### config.mk
export PLATFORM = sky130hd
export DESIGN_NAME = cordic_phase_sequencer_flat
export DESIGN_NICKNAME = d
export VERILOG_FILES = /design/src/rtl/cordic_phase_sequencer_if.sv /design/src/rtl/cordic_phase_sequencer.sv /design/src/flat_wrapper.sv
export SDC_FILE = /design/constraint.sdc
export NUM_CORES = 1
export LEC_CHECK = 0
export CAP_MARGIN = 5
export CELL_PAD_IN_SITES_DETAIL_PLACEMENT = 1
export CELL_PAD_IN_SITES_GLOBAL_PLACEMENT = 1
export CORE_UTILIZATION = 40
export DETAILED_ROUTE_END_ITERATION = 16
export PLACE_DENSITY = 0.75
export RECOVER_POWER = 100
export SLEW_MARGIN = 20
export SYNTH_ARGS = -nofsm -noshare
export SYNTH_HDL_FRONTEND = slang
export SYNTH_SLANG_ARGS = --single-unit
### constraint.sdc
create_clock -name clk -period 2.46 [get_ports clk]
set_input_delay 0.492 -clock clk [delete_from_list [all_inputs] [get_ports clk]]
set_output_delay 0.492 -clock clk [all_outputs]
set_load 0.01 [all_outputs]
### src/rtl/cordic_phase_sequencer_if.sv
// ============================================================================
// Module : cordic_phase_sequencer_if
// Brief  : Control, CORDIC-core and result-port signal bundle for the
//          CORDIC phase sequencer.
// Rev    : 1.0
// ============================================================================
`default_nettype none

interface cordic_phase_sequencer_if;
    logic       enable;
    logic [9:0] phase_inc;
    logic [7:0] cordic_angle;
    logic       cordic_run;
    logic [7:0] cordic_cos;
    logic [7:0] cordic_sin;
    logic       cordic_ready;
    logic [8:0] sin_out;
    logic [8:0] cos_out;
    logic       out_valid;
    logic       out_ready;
    logic       busy;
    logic       timeout_err;

    modport master (
        output enable, phase_inc, cordic_cos, cordic_sin, cordic_ready, out_ready,
        input  cordic_angle, cordic_run, sin_out, cos_out, out_valid, busy, timeout_err
    );

    modport slave (
        input  enable, phase_inc, cordic_cos, cordic_sin, cordic_ready, out_ready,
        output cordic_angle, cordic_run, sin_out, cos_out, out_valid, busy, timeout_err
    );
endinterface

`default_nettype wire

### src/rtl/cordic_phase_sequencer.sv
// ============================================================================
// Module : cordic_phase_sequencer
// Brief  : Phase accumulator, quadrant folding and result unfolding around a
//          first-quadrant CORDIC core; valid/ready sin/cos output.
// Rev    : 1.0
// ============================================================================
`default_nettype none

module cordic_phase_sequencer #(
    parameter int LOAD_CYCLES    = 2,
    parameter int TIMEOUT_CYCLES = 64
) (
    input  wire logic               clk,
    input  wire logic               rst,
    cordic_phase_sequencer_if.slave bus
);

    localparam logic [1:0] S_IDLE = 2'd0;
    localparam logic [1:0] S_LOAD = 2'd1;
    localparam logic [1:0] S_RUN  = 2'd2;
    localparam logic [1:0] S_HOLD = 2'd3;

    localparam int LCNT_W = (LOAD_CYCLES > 1) ? $clog2(LOAD_CYCLES) : 1;
    localparam int TCNT_W = (TIMEOUT_CYCLES > 1) ? $clog2(TIMEOUT_CYCLES) : 1;
    localparam logic [LCNT_W-1:0] LCNT_LAST = LCNT_W'(LOAD_CYCLES - 1);
    localparam logic [TCNT_W-1:0] TCNT_LAST = TCNT_W'(TIMEOUT_CYCLES - 1);

    logic [1:0]        state_q, state_d;
    logic [9:0]        phase_q, phase_d;
    logic [9:0]        wph_q, wph_d;
    logic [7:0]        angle_q, angle_d;
    logic              run_q, run_d;
    logic [LCNT_W-1:0] lcnt_q, lcnt_d;
    logic [TCNT_W-1:0] tcnt_q, tcnt_d;
    logic [8:0]        sin_q, sin_d;
    logic [8:0]        cos_q, cos_d;
    logic              valid_q, valid_d;
    logic              busy_q, busy_d;
    logic              terr_q, terr_d;

    logic [8:0] s9;
    logic [8:0] c9;
    logic       load_entry;

    assign s9 = {1'b0, bus.cordic_sin};
    assign c9 = {1'b0, bus.cordic_cos};

    always_comb begin
        state_d    = state_q;
        phase_d    = phase_q;
        wph_d      = wph_q;
        angle_d    = angle_q;
        lcnt_d     = lcnt_q;
        tcnt_d     = tcnt_q;
        sin_d      = sin_q;
        cos_d      = cos_q;
        valid_d    = valid_q;
        terr_d     = terr_q;
        load_entry = 1'b0;

        case (state_q)
            S_IDLE: begin
                if (bus.enable) begin
                    load_entry = 1'b1;
                end
            end
            S_LOAD: begin
                if (lcnt_q == LCNT_LAST) begin
                    state_d = S_RUN;
                    tcnt_d  = '0;
                end else begin
                    lcnt_d = lcnt_q + 1'b1;
                end
            end
            S_RUN: begin
                // A READY seen in the first RUN cycle may be left over from the previous computation.
                if ((tcnt_q != '0) && bus.cordic_ready) begin
                    valid_d = 1'b1;
                    state_d = S_HOLD;
                    case (wph_q[9:8])
                        2'd0:    begin sin_d = s9;         cos_d = c9;         end
                        2'd1:    begin sin_d = c9;         cos_d = 9'd0 - s9;  end
                        2'd2:    begin sin_d = 9'd0 - s9;  cos_d = 9'd0 - c9;  end
                        default: begin sin_d = 9'd0 - c9;  cos_d = s9;         end
                    endcase
                end else if (tcnt_q == TCNT_LAST) begin
                    // Retry the same working phase; the accumulator has already moved on.
                    terr_d  = 1'b1;
                    state_d = S_LOAD;
                    lcnt_d  = '0;
                    angle_d = wph_q[7:0];
                end else begin
                    tcnt_d = tcnt_q + 1'b1;
                end
            end
            default: begin
                if (bus.out_ready) begin
                    valid_d = 1'b0;
                    if (bus.enable) begin
                        load_entry = 1'b1;
                    end else begin
                        state_d = S_IDLE;
                    end
                end
            end
        endcase

        if (load_entry) begin
            wph_d   = phase_q;
            phase_d = phase_q + bus.phase_inc;
            angle_d = phase_q[7:0];
            state_d = S_LOAD;
            lcnt_d  = '0;
        end
    end

    assign run_d  = (state_d == S_RUN);
    assign busy_d = (state_d != S_IDLE);

    always_ff @(posedge clk or posedge rst) begin
        if (rst) begin
            state_q <= S_IDLE;
            phase_q <= '0;
            wph_q   <= '0;
            angle_q <= '0;
            run_q   <= 1'b0;
            lcnt_q  <= '0;
            tcnt_q  <= '0;
            sin_q   <= '0;
            cos_q   <= '0;
            valid_q <= 1'b0;
            busy_q  <= 1'b0;
            terr_q  <= 1'b0;
        end else begin
            state_q <= state_d;
            phase_q <= phase_d;
            wph_q   <= wph_d;
            angle_q <= angle_d;
            run_q   <= run_d;
            lcnt_q  <= lcnt_d;
            tcnt_q  <= tcnt_d;
            sin_q   <= sin_d;
            cos_q   <= cos_d;
            valid_q <= valid_d;
            busy_q  <= busy_d;
            terr_q  <= terr_d;
        end
    end

    assign bus.cordic_angle = angle_q;
    assign bus.cordic_run   = run_q;
    assign bus.sin_out      = sin_q;
    assign bus.cos_out      = cos_q;
    assign bus.out_valid    = valid_q;
    assign bus.busy         = busy_q;
    assign bus.timeout_err  = terr_q;

endmodule

`default_nettype wire

### src/flat_wrapper.sv
// flat-port wrapper written by rule: the top's interface ports become plain ports
module cordic_phase_sequencer_flat 
#(
    parameter int LOAD_CYCLES    = 2,
    parameter int TIMEOUT_CYCLES = 64
)
  (clk, rst, bus_enable, bus_phase_inc, bus_cordic_cos, bus_cordic_sin, bus_cordic_ready, bus_out_ready, bus_cordic_angle, bus_cordic_run, bus_sin_out, bus_cos_out, bus_out_valid, bus_busy, bus_timeout_err);
  cordic_phase_sequencer_if bus_i ();
  input  wire logic clk;
  input  wire logic rst;
  input wire logic [$bits(bus_i.enable)-1:0] bus_enable;
  input wire logic [$bits(bus_i.phase_inc)-1:0] bus_phase_inc;
  input wire logic [$bits(bus_i.cordic_cos)-1:0] bus_cordic_cos;
  input wire logic [$bits(bus_i.cordic_sin)-1:0] bus_cordic_sin;
  input wire logic [$bits(bus_i.cordic_ready)-1:0] bus_cordic_ready;
  input wire logic [$bits(bus_i.out_ready)-1:0] bus_out_ready;
  output wire logic [$bits(bus_i.cordic_angle)-1:0] bus_cordic_angle;
  output wire logic [$bits(bus_i.cordic_run)-1:0] bus_cordic_run;
  output wire logic [$bits(bus_i.sin_out)-1:0] bus_sin_out;
  output wire logic [$bits(bus_i.cos_out)-1:0] bus_cos_out;
  output wire logic [$bits(bus_i.out_valid)-1:0] bus_out_valid;
  output wire logic [$bits(bus_i.busy)-1:0] bus_busy;
  output wire logic [$bits(bus_i.timeout_err)-1:0] bus_timeout_err;
  assign bus_i.enable = bus_enable;
  assign bus_i.phase_inc = bus_phase_inc;
  assign bus_i.cordic_cos = bus_cordic_cos;
  assign bus_i.cordic_sin = bus_cordic_sin;
  assign bus_i.cordic_ready = bus_cordic_ready;
  assign bus_i.out_ready = bus_out_ready;
  assign bus_cordic_angle = bus_i.cordic_angle;
  assign bus_cordic_run = bus_i.cordic_run;
  assign bus_sin_out = bus_i.sin_out;
  assign bus_cos_out = bus_i.cos_out;
  assign bus_out_valid = bus_i.out_valid;
  assign bus_busy = bus_i.busy;
  assign bus_timeout_err = bus_i.timeout_err;
  cordic_phase_sequencer #(.LOAD_CYCLES(LOAD_CYCLES), .TIMEOUT_CYCLES(TIMEOUT_CYCLES)) u_core (.clk(clk), .rst(rst), .bus(bus_i));
endmodule
==> flow_summary.ini, run 1 <==
[finish]
layout-drive-gt1-share = 0.121
nets = 541
final_cell_mix = nand2_1 (77), dfrtp_1 (59), o21ai_0 (34)
stdcell_area_mm2 = 0.00467
num_antenna_cells = 0
nFillCells = 1045
multi_input_comb_area_mm2 = 0.00200
final_common_cell = nand2_1
stdcell_count = 604
seqCellArea_mm2 = 0.00148
area_growth_pct = 28.8

[worst_setup_path]
crit_path_end_kind = flop
cp_max_fo = 3
required_ns = 2.69
path_class = in -> reg
rrSetupSlack_ns = 0.15
r2r-start = u_core.state_q[0]
cp.arrival_ns = 2.58
start_kind = primary input
cp-startpoint = bus_phase_inc[0]

[power]
power.density_mw_per_mm2 = 1100
ir_worst_vdd_v = 0.000509
p_leak_uw = 0.00220
power_uw = 5130

[floorplanning]
ioPinCount = 61
die_x_um = 97.2
initial_core_util = 0.414
design.core.area_mm2 = 0.00876
rows = 34
die_h_um = 97.2
dieArea_mm2 = 0.00945

[clock_network]
clk_latency_ns = 0.35
cts.path.max_buffers = 2
post-cts-setup-buffer-count = 0
htreeDepth = 3
cts_num_sinks = 59
cts_tree = done
numCtsBuffers = 9
cts-root-buf = clkbuf_8
path_clk_slew_ns = 0.07

[placed_design]
gp_congestion = 0.838
placed_area_mm2 = 0.00454
dp_hpwl_um = 7520
place_inst = 589
portBuffers = 60

[synth]
synthMuxAreaShare = 0.0832
yosys.area_share.simple = 0.186
synthAdderAreaFrac = 0.0642
synth-seq-cells = 59
synth.distinct_cells = 55
syn-instance-count = 405
yosys_warnings = 0
seq_area_frac_synth = 0.407
avgSynthCellArea_um2 = 8.95
synth-xor-area-share = 0.0266
synth_top_family_by_area = compound AO/OA/AOI/OAI gates
synthFlopType = dfrtp_1
synth-compound-area-share = 0.196
synth_edf_count = 0
synthArstFlopShare = 1.00
synth_fp_nets = 454
synth_area_mm2 = 0.00363

[worst_hold_path]
hold_path_class = reg -> reg
min_from = u_core.bus.timeout_err

[timing]
worst_pin_slew_ns = 0.994
slew_headroom = 0.336
setup_tns_ns = 0
skew_ns = 0.0100
setup_viol = 0
timing_hold_violations_final = 0
slew_violations = 0
grt_setup_unrepaired = no
fin_crit_sh = 0.954
period_minus_slack_ns = 2.35
max_freq_mhz = 426

[route]
drtIter0Drc = 110
drt-total-wl_um = 9840
detail_route.wl_per_cell_um = 16.3
drc = 0
antenna_left = 0
vias_per_cell = 5.52
drt_pass1_iterations = 4
via_count = 3335

[grt]
grt_max_degree = 33
grt_pass1_vias = 3518
gr-total-overflow = 0
grt_pass1_wl_um = 16900
track_usage = 0.222
antenna_found_initial = 0

[flow_run]
maxCapViolations = 0

[run_status]
outcome = complete, no violations
-- metal layers --
layer,part of all wire,global-route usage,wire length (um)
met1,0.46,0.285,4570
met2,0.49,0.385,4860
met3,0.030,0.0353,295
met4,0.012,0.0679,123
met5,0,0,0
-- repair_timing --
| action | 4_1_cts | 5_1_grt |
|---|---|---|
| gates resized for setup | 0 | 1 |
| hold endpoints to repair | 0 | 0 |
| endpoints found under the setup margin | 0 | 1 |
| hold buffers | 0 | 0 |
-- path summary, 6_finish.rpt --
path	cells after the start	endpoint
max	8	u_core.phase_q[6]
min	1	u_core.bus.timeout_err
max reg2reg	7	u_core.phase_q[9]
min reg2reg	1	u_core.bus.timeout_err
max in group asynchronous	3	u_core.wph_q[5]
min in group asynchronous	2	u_core.bus.cos_out[4]
-- sequential cells by signal, summed over array words and instances (netlist names), 2 cells and up --
name / flops
u_core.wph_q: 10
u_core.state_q: 2
u_core.bus.sin_out: 9
u_core.phase_q: 10
u_core.bus.cos_out: 9
u_core.bus.cordic_angle: 8
u_core.tcnt_q: 6
-- synthesized netlist by cell type, drive strengths merged (11+ instances only) --
cell type,instances,share of area
nand2,78,0.081
dfrtp,59,0.41
o21ai,34,0.047
a21oi,22,0.030
nor2,22,0.023
ha,17,0.059
inv,17,0.018
mux2,14,0.045
mux2i,14,0.039
nand3,14,0.019
clkbuf,12,0.012
o31ai,11,0.023
-- cells by family after synthesis --
kind of cell,after synthesis
fa+ha+maj,18
buf+inv,33
mux,28
xor+xnor,11
flops,59
compound gates,108
simple gates,148
-- metrics by stage --
step,utilization,hold WS [ns],setup slack [ns]
6_report,0.533,0.468,0.114
5_1_grt,0.533,0.491,0.0267
4_1_cts,0.539,0.474,0.0240
3_5_place_dp,0.519,0.458,-0.331
3_3_place_gp,0.519,0.450,-0.279
2_1_floorplan,-,0.436,0.202
-- worst max-delay path, cell delays in order --
cell	delay, ns
clkdlybuf4s50_1	0.41
ha_1	0.22
fa_1	0.40
a21o_1	0.18
a21oi_2	0.20
o21bai_1	0.09
mux2_2	0.28
a311o_1	0.31
-- report_power, final --
group          total [uW]  internal [uW]  switching, uW  leakage, uW
registers            1640           1370            270     0.000746
logic                2620           1210           1410      0.00136
clock network         867            454            413    0.0000946
-- layout make-up --
cell class,count,share of cell area
flip-flops and latches,59,0.316
repair buffers,92,0.174
multi-input cells,313,0.428
well taps,108,0.0289
clock inverters,6,0.0123
inverters,17,0.0137
clock buffers,9,0.0265
(Power assumes the default switching activity.)
==> run 2, diff against run 1 <==
--- a/config.mk
+++ b/config.mk
@@ -5,12 +5,14 @@
 export SDC_FILE = /design/constraint.sdc
 export NUM_CORES = 1
 export LEC_CHECK = 0
+export ABC_AREA = 1
 export CAP_MARGIN = 5
 export CELL_PAD_IN_SITES_DETAIL_PLACEMENT = 1
 export CELL_PAD_IN_SITES_GLOBAL_PLACEMENT = 1
-export CORE_UTILIZATION = 40
+export CORE_MARGIN = 2
+export CORE_UTILIZATION = 39
 export DETAILED_ROUTE_END_ITERATION = 16
-export PLACE_DENSITY = 0.75
+export PLACE_DENSITY = 0.77
 export RECOVER_POWER = 100
 export SLEW_MARGIN = 20
 export SYNTH_ARGS = -nofsm -noshare
==> run 2 against run 1 <==
Effect of this change:
- flip-flop and latch count stayed put
- synthesized cell count is 30% higher
- core utilization is 3.1 points lower
- sequential share of layout area is 0.093 points higher
- worst hold slack better by 0.0035 ns
- clock skew is 0.0058 ns higher
- count of clock-buffer cells in the layout stayed put
- register-to-register slack better by 0.30 ns
- die area is 10% higher
- final area is 0.29% lower
- largest cell class unchanged
==> flow_summary.ini, run 2 <==
[timing]
worst_pin_slew_ns = 0.842
skew_ns = 0.0158
timing_hold_violations_final = 0
fin_crit_sh = 0.838
setup_tns_ns = 0
slew_violations = 0
grt_setup_unrepaired = no
slew_headroom = 0.438
period_minus_slack_ns = 2.06
setup_viol = 0
max_freq_mhz = 485
holdWs_ns = 0.472

[worst_setup_path]
cp_max_fo = 3
cp-startpoint = bus_phase_inc[0]
required_ns = 2.68
crit_buf_inv = 1
critPathMostFrequentCell = nand2_1
cp_slowest_cell = dlygate4sd3_1
crit_path_end_kind = flop
path_class = in -> reg
rrSetupSlack_ns = 0.45
start_kind = primary input
r2r-start = u_core.state_q[1]
cp.arrival_ns = 2.29
path_cells = dlygate4sd3_1 > ha_1 > fa_1 > nand3_1 > nand2_1 > a21oi_1 > nand2_1 > nand3_1 > nand2_1
cpPeakStageDelay_ns = 0.54
critical-path-top-delay-family = adder cells

[synth]
synth_area_leaders = dfrtp_1 (39%), nand2_1 (19%), nand3_1 (6.9%)
avgSynthCellArea_um2 = 7.12
synth-seq-cells = 59
synth_fp_nets = 575
synth_most_common_cell = nand2_1
synth_top_cell_area_share = 0.394
synthArstFlopShare = 1.00
synthFlopType = dfrtp_1
ys_top_cells_by_count = nand2_1 (192), dfrtp_1 (59), inv_1 (56)
seq_area_frac_synth = 0.394
syn-instance-count = 526
synth_edf_count = 0
synth_top_area_cell = dfrtp_1
synth.distinct_cells = 32
synth_area_mm2 = 0.00374
yosys_warnings = 0

[grt]
antenna_found_initial = 0
gr-total-overflow = 0
grt_pass1_wl_um = 17900
grt_max_degree = 41
grt_pass1_vias = 3797
track_usage = 0.218

[finish]
nets = 637
final_cell_mix = nand2_1 (194), dfrtp_1 (59), inv_1 (58)
num_antenna_cells = 0
layout-drive-gt1-share = 0.0472
largestRegisters = u_core.phase_q x10, u_core.wph_q x10
area_growth_pct = 24.4
utilization = 0.502
final_common_cell = nand2_1

[floorplanning]
ioPinCount = 61
dieArea_mm2 = 0.0104
design.core.area_mm2 = 0.00928
initial_core_util = 0.403
rows = 35
die_h_um = 102
die_x_um = 102

[clock_network]
path_clk_slew_ns = 0.08
cts_resized = 0
cts_num_sinks = 59
holdBufCountCts = 0
clk_latency_ns = 0.34
cts_tree = done
post-cts-setup-buffer-count = 0
numCtsBuffers = 9
cts-root-buf = clkbuf_8
cts.path.max_buffers = 2
htreeDepth = 3

[route]
antenna_left = 0
vias_per_cell = 5.10
drt_pass1_iterations = 4
drc = 0
detail_route.wl_per_cell_um = 14.7
via_count = 3683
drt-total-wl_um = 10600
drtIter0Drc = 98

[power]
power.density_mw_per_mm2 = 1140
p_leak_uw = 0.00240
ir_worst_vdd_v = 0.000432
power_uw = 5300

[worst_hold_path]
hold_path_class = reg -> reg
min_from = u_core.bus.timeout_err

[placed_design]
gp_congestion = 0.809
dp_hpwl_um = 8120
portBuffers = 60

[run_status]
outcome = complete, no violations

[flow_run]
maxCapViolations = 0
==> run 2: cell count changes after synthesis, sizes merged, moves of 6 or more <==
cell,previous run,this run
nand2,78,195
inv,17,60
nand3,14,53
mux2,14,0
mux2i,14,0
clkbuf,12,1
o31ai,11,0
o21ai,34,44
buf,4,12
nand2b,8,0
nor2,22,30
a21o,6,0
nand4,1,7
==> run 2: per-stage QoR <==
| step | cell area, um^2 | setup slack [ns] | cells |
|---|---|---|---|
| floorplan | 3740 | 0.512 | 526 |
| global placement | 4460 | 0.235 | 706 |
| detailed placement | 4460 | 0.179 | 706 |
| CTS | 4680 | 0.519 | 722 |
| global route | 4660 | 0.259 | 722 |
| finish | 4660 | 0.397 | 722 |
==> run 2: where the power goes <==
group | switching (uW) | internal (uW) | leakage (uW) | total [uW]
registers | 300 | 1380 | 0.000744 | 1680
logic | 1560 | 1040 | 0.00155 | 2600
clock network | 443 | 577 | 0.000110 | 1020
total | 2300 | 3000 | 0.00240 | 5300
==> run 2: final timing paths <==
| kind | depth (start not counted) | to |
|---|---|---|
| max in group asynchronous | 3 | u_core.phase_q[6] |
| min in group asynchronous | 2 | u_core.bus.busy |
| hold / removal | 2 | u_core.bus.timeout_err |
| hold reg to reg | 2 | u_core.bus.timeout_err |
| setup / recovery | 9 | u_core.phase_q[6] |
| setup reg to reg | 7 | u_core.phase_q[4] |
==> run 2: tightest hold or removal path, cell delays in order (launching register included) <==
cell     delay [ns]
dfrtp_1        0.35
inv_1          0.04
nand2_1        0.05
==> run 2: layout make-up <==
cell class / instances / area [um^2]
multi-input cells: 394 / 1940
clock inverters: 7 / 98.8
fillers: 1228 / 4630
clock buffers: 9 / 124
inverters: 60 / 225
repair buffers: 64 / 637
well taps: 129 / 161
flip-flops and latches: 59 / 1480
==> run 2: logic make-up after synthesis <==
| kind of cell | share of synthesized area |
|---|---|
| AND/OR/NAND/NOR | 0.327 |
| AO/OA/AOI/OAI | 0.108 |
| buffers and inverters | 0.0852 |
| flip-flops | 0.394 |
| adder cells (fa/ha/maj) | 0.0621 |
| XOR/XNOR | 0.0234 |
==> run 2: layer usage <==
layer | vias to the layer above | part of all wire | GRT usage
li1 | 1815 | - | -
met1 | 1790 | 0.46 | 0.278
met2 | 60 | 0.49 | 0.378
met3 | 18 | 0.028 | 0.0294
met4 | 0 | 0.019 | 0.0779
met5 | - | 0 | 0
==> run 3, diff against run 2 <==
--- a/config.mk
+++ b/config.mk
@@ -10,9 +10,9 @@
 export CELL_PAD_IN_SITES_DETAIL_PLACEMENT = 1
 export CELL_PAD_IN_SITES_GLOBAL_PLACEMENT = 1
 export CORE_MARGIN = 2
-export CORE_UTILIZATION = 39
+export CORE_UTILIZATION = 35
 export DETAILED_ROUTE_END_ITERATION = 16
-export PLACE_DENSITY = 0.77
+export PLACE_DENSITY = 0.73
 export RECOVER_POWER = 100
 export SLEW_MARGIN = 20
 export SYNTH_ARGS = -nofsm -noshare
==> constraint.sdc (replaced) <==
create_clock -name clk -period 1.7 [get_ports clk]
set_input_delay 0.34 -clock clk [delete_from_list [all_inputs] [get_ports clk]]
set_output_delay 0.34 -clock clk [all_outputs]
set_load 0.01 [all_outputs]
==> run 3 against run 2 <==
Effect of this change:
- sequential power grew 45%
- critical path depth shrank 8
- register-to-register slack worse by 0.35 ns
- routed wire length up 9.0%
- global-route usage is 0.83 points lower
- critical endpoint is now bus_sin_out[8]
- largest cell class unchanged
- highest routed layer unchanged
==> flow_summary.ini, run 3 (synthesized netlist as in run 2, its figures left out) <==
[worst_setup_path]
path_cells = clkdlybuf4s50_1
worstRegToRegCells = 9
crit_buf_inv = 1
path_class = reg -> out
cp_max_fo = 2
cpPeakStageDelay_ns = 0.55
start_kind = flop
cp.depth = 1
cp.arrival_ns = 1.29
crit_path_end_kind = output port
cp-startpoint = u_core.bus.sin_out[8]
cp_slowest_cell = clkdlybuf4s50_1
required_ns = 1.36
critical-path-top-delay-family = buffers and inverters
r2r-start = u_core.phase_q[0]

[power]
power.density_mw_per_mm2 = 1630
ir_worst_vdd_v = 0.000797
p_leak_uw = 0.00257
netSwitchingFraction = 0.429
power_frac_comb = 0.544
p_clk_frac = 0.163
seq_power_share = 0.293
intPower_uw = 4740
p_sw_uw = 3570

[placed_design]
portBuffers = 60
gp_congestion = 0.833
place_ws_ns = -0.508
dp_hpwl_um = 8520
place_inst = 755
placed_area_mm2 = 0.00481

[route]
drt-total-wl_um = 11600
via_count = 3872
antenna_left = 0
drt_pass1_iterations = 4
detail_route.wl_per_cell_um = 15.0
drc = 0
vias_per_cell = 5.01
drtIter0Drc = 112

[grt]
grt_pass1_wl_um = 19100
grt_pass1_vias = 4054
grt_max_degree = 60
track_usage = 0.210
antenna_found_initial = 0
gr-total-overflow = 0

[finish]
largestRegisters = u_core.phase_q x10, u_core.wph_q x10
stdcell_count = 773
layout-drive-gt1-share = 0.149
stdcell_area_mm2 = 0.00510
nFillCells = 1339
area_growth_pct = 36.2
final_common_cell = nand2_1
nets = 681
final_cell_mix = nand2_1 (190), clkdlybuf4s50_1 (58), dfrtp_1 (57)
num_antenna_cells = 0

[clock_network]
cts_tree = done
cts-root-buf = clkbuf_8
path_clk_slew_ns = 0.08
cts_num_sinks = 59
htreeDepth = 3
numCtsBuffers = 9
cts.path.max_buffers = 2
clk_latency_ns = 0.36

[timing]
worst_pin_slew_ns = 0.861
holdWs_ns = 0.392
setup_slack_ns = 0.0663
slew_violations = 0
skew_ns = 0.0151
fin_crit_sh = 0.961
period_minus_slack_ns = 1.63
timing_hold_violations_final = 0
max_freq_mhz = 612
grt_setup_unrepaired = yes
setup_viol = 0
slew_headroom = 0.426

[flow_run]
maxCapViolations = 0

[run_status]
outcome = complete, no violations

[floorplanning]
ioPinCount = 61
die_h_um = 107
rows = 37
design.core.area_mm2 = 0.0104
dieArea_mm2 = 0.0115
initial_core_util = 0.361
die_x_um = 107

[worst_hold_path]
min_path_cells = 4
hold_path_class = in -> reg
min_from = bus_phase_inc[0]
[run 3: changes by cell type in the layout (fill, tap and decap cells not counted), moves of 5 or more]
| cell | previous run | this run |
|---|---|---|
| buf_4 | 1 | 45 |
| ha_1 | 17 | 10 |
| o21ai_0 | 40 | 34 |
| o21ai_1 | 3 | 8 |
| clkdlybuf4s50_1 | 27 | 58 |
| dlygate4sd3_1 | 33 | 1 |
[run 3: cell type report]
class                           count  area [um^2]  share of cell area
Sequential cell                    59         1480               0.290
Multi-Input combinational cell    394         2030               0.398
Timing Repair Buffer              108          988               0.194
Clock inverter                      7         75.1              0.0147
Inverter                           60          231              0.0454
Tap cell                          136          170              0.0334
Clock buffer                        9          124              0.0243
[run 3: path summary, 6_finish.rpt]
path,end,slack [ns]
min in group asynchronous,u_core.phase_q[7],0.76
min reg2reg,u_core.bus.timeout_err,0.47
max in group asynchronous,u_core.state_q[1],0.34
max,bus_sin_out[8],0.07
min,u_core.phase_q[0],0.39
max reg2reg,u_core.phase_q[6],0.10
[run 3: power groups by stage]
stage                     Sequential [uW]  Combinational, uW  Clock (uW)
after floorplan                      2460               2530           0
after global placement               2410               4210           0
after detailed placement             2440               4360           0
after CTS                            2420               4420        1400
after global routing                 2510               5090        1460
final                                2430               4520        1360
[run 3: through the flow]
stage               setup TNS [ns]   util  power, uW
global placement             -2.93  0.464       6620
floorplan                        0      -       5000
global route                -0.168  0.492       9060
detailed placement           -3.90  0.464       6800
CTS                              0  0.484       8230
finish                           0  0.492       8310
[run 3: tightest hold or removal path, cell delays in order]
cell	delay, ns
dlymetal6s2s_1	0.12
ha_2	0.15
nand2_1	0.04
o21ai_0	0.05
[run 3: repair_timing]
item                                    4_1_cts  5_1_grt
hold endpoints to repair                      0        0
resized for setup                             5       18
endpoints found under the setup margin       12       27
setup buffers                                 0        2
pin swaps                                     1        2
hold buffers                                  0        0
[run 3: layer usage]
metal / global-route usage / wire (um) / vias to the layer above
li1: - / - / 1901
met1: 0.265 / 5200 / 1888
met2: 0.368 / 5830 / 74
met3: 0.0363 / 440 / 9
met4: 0.0586 / 124 / 0
met5: 0 / 0 / -
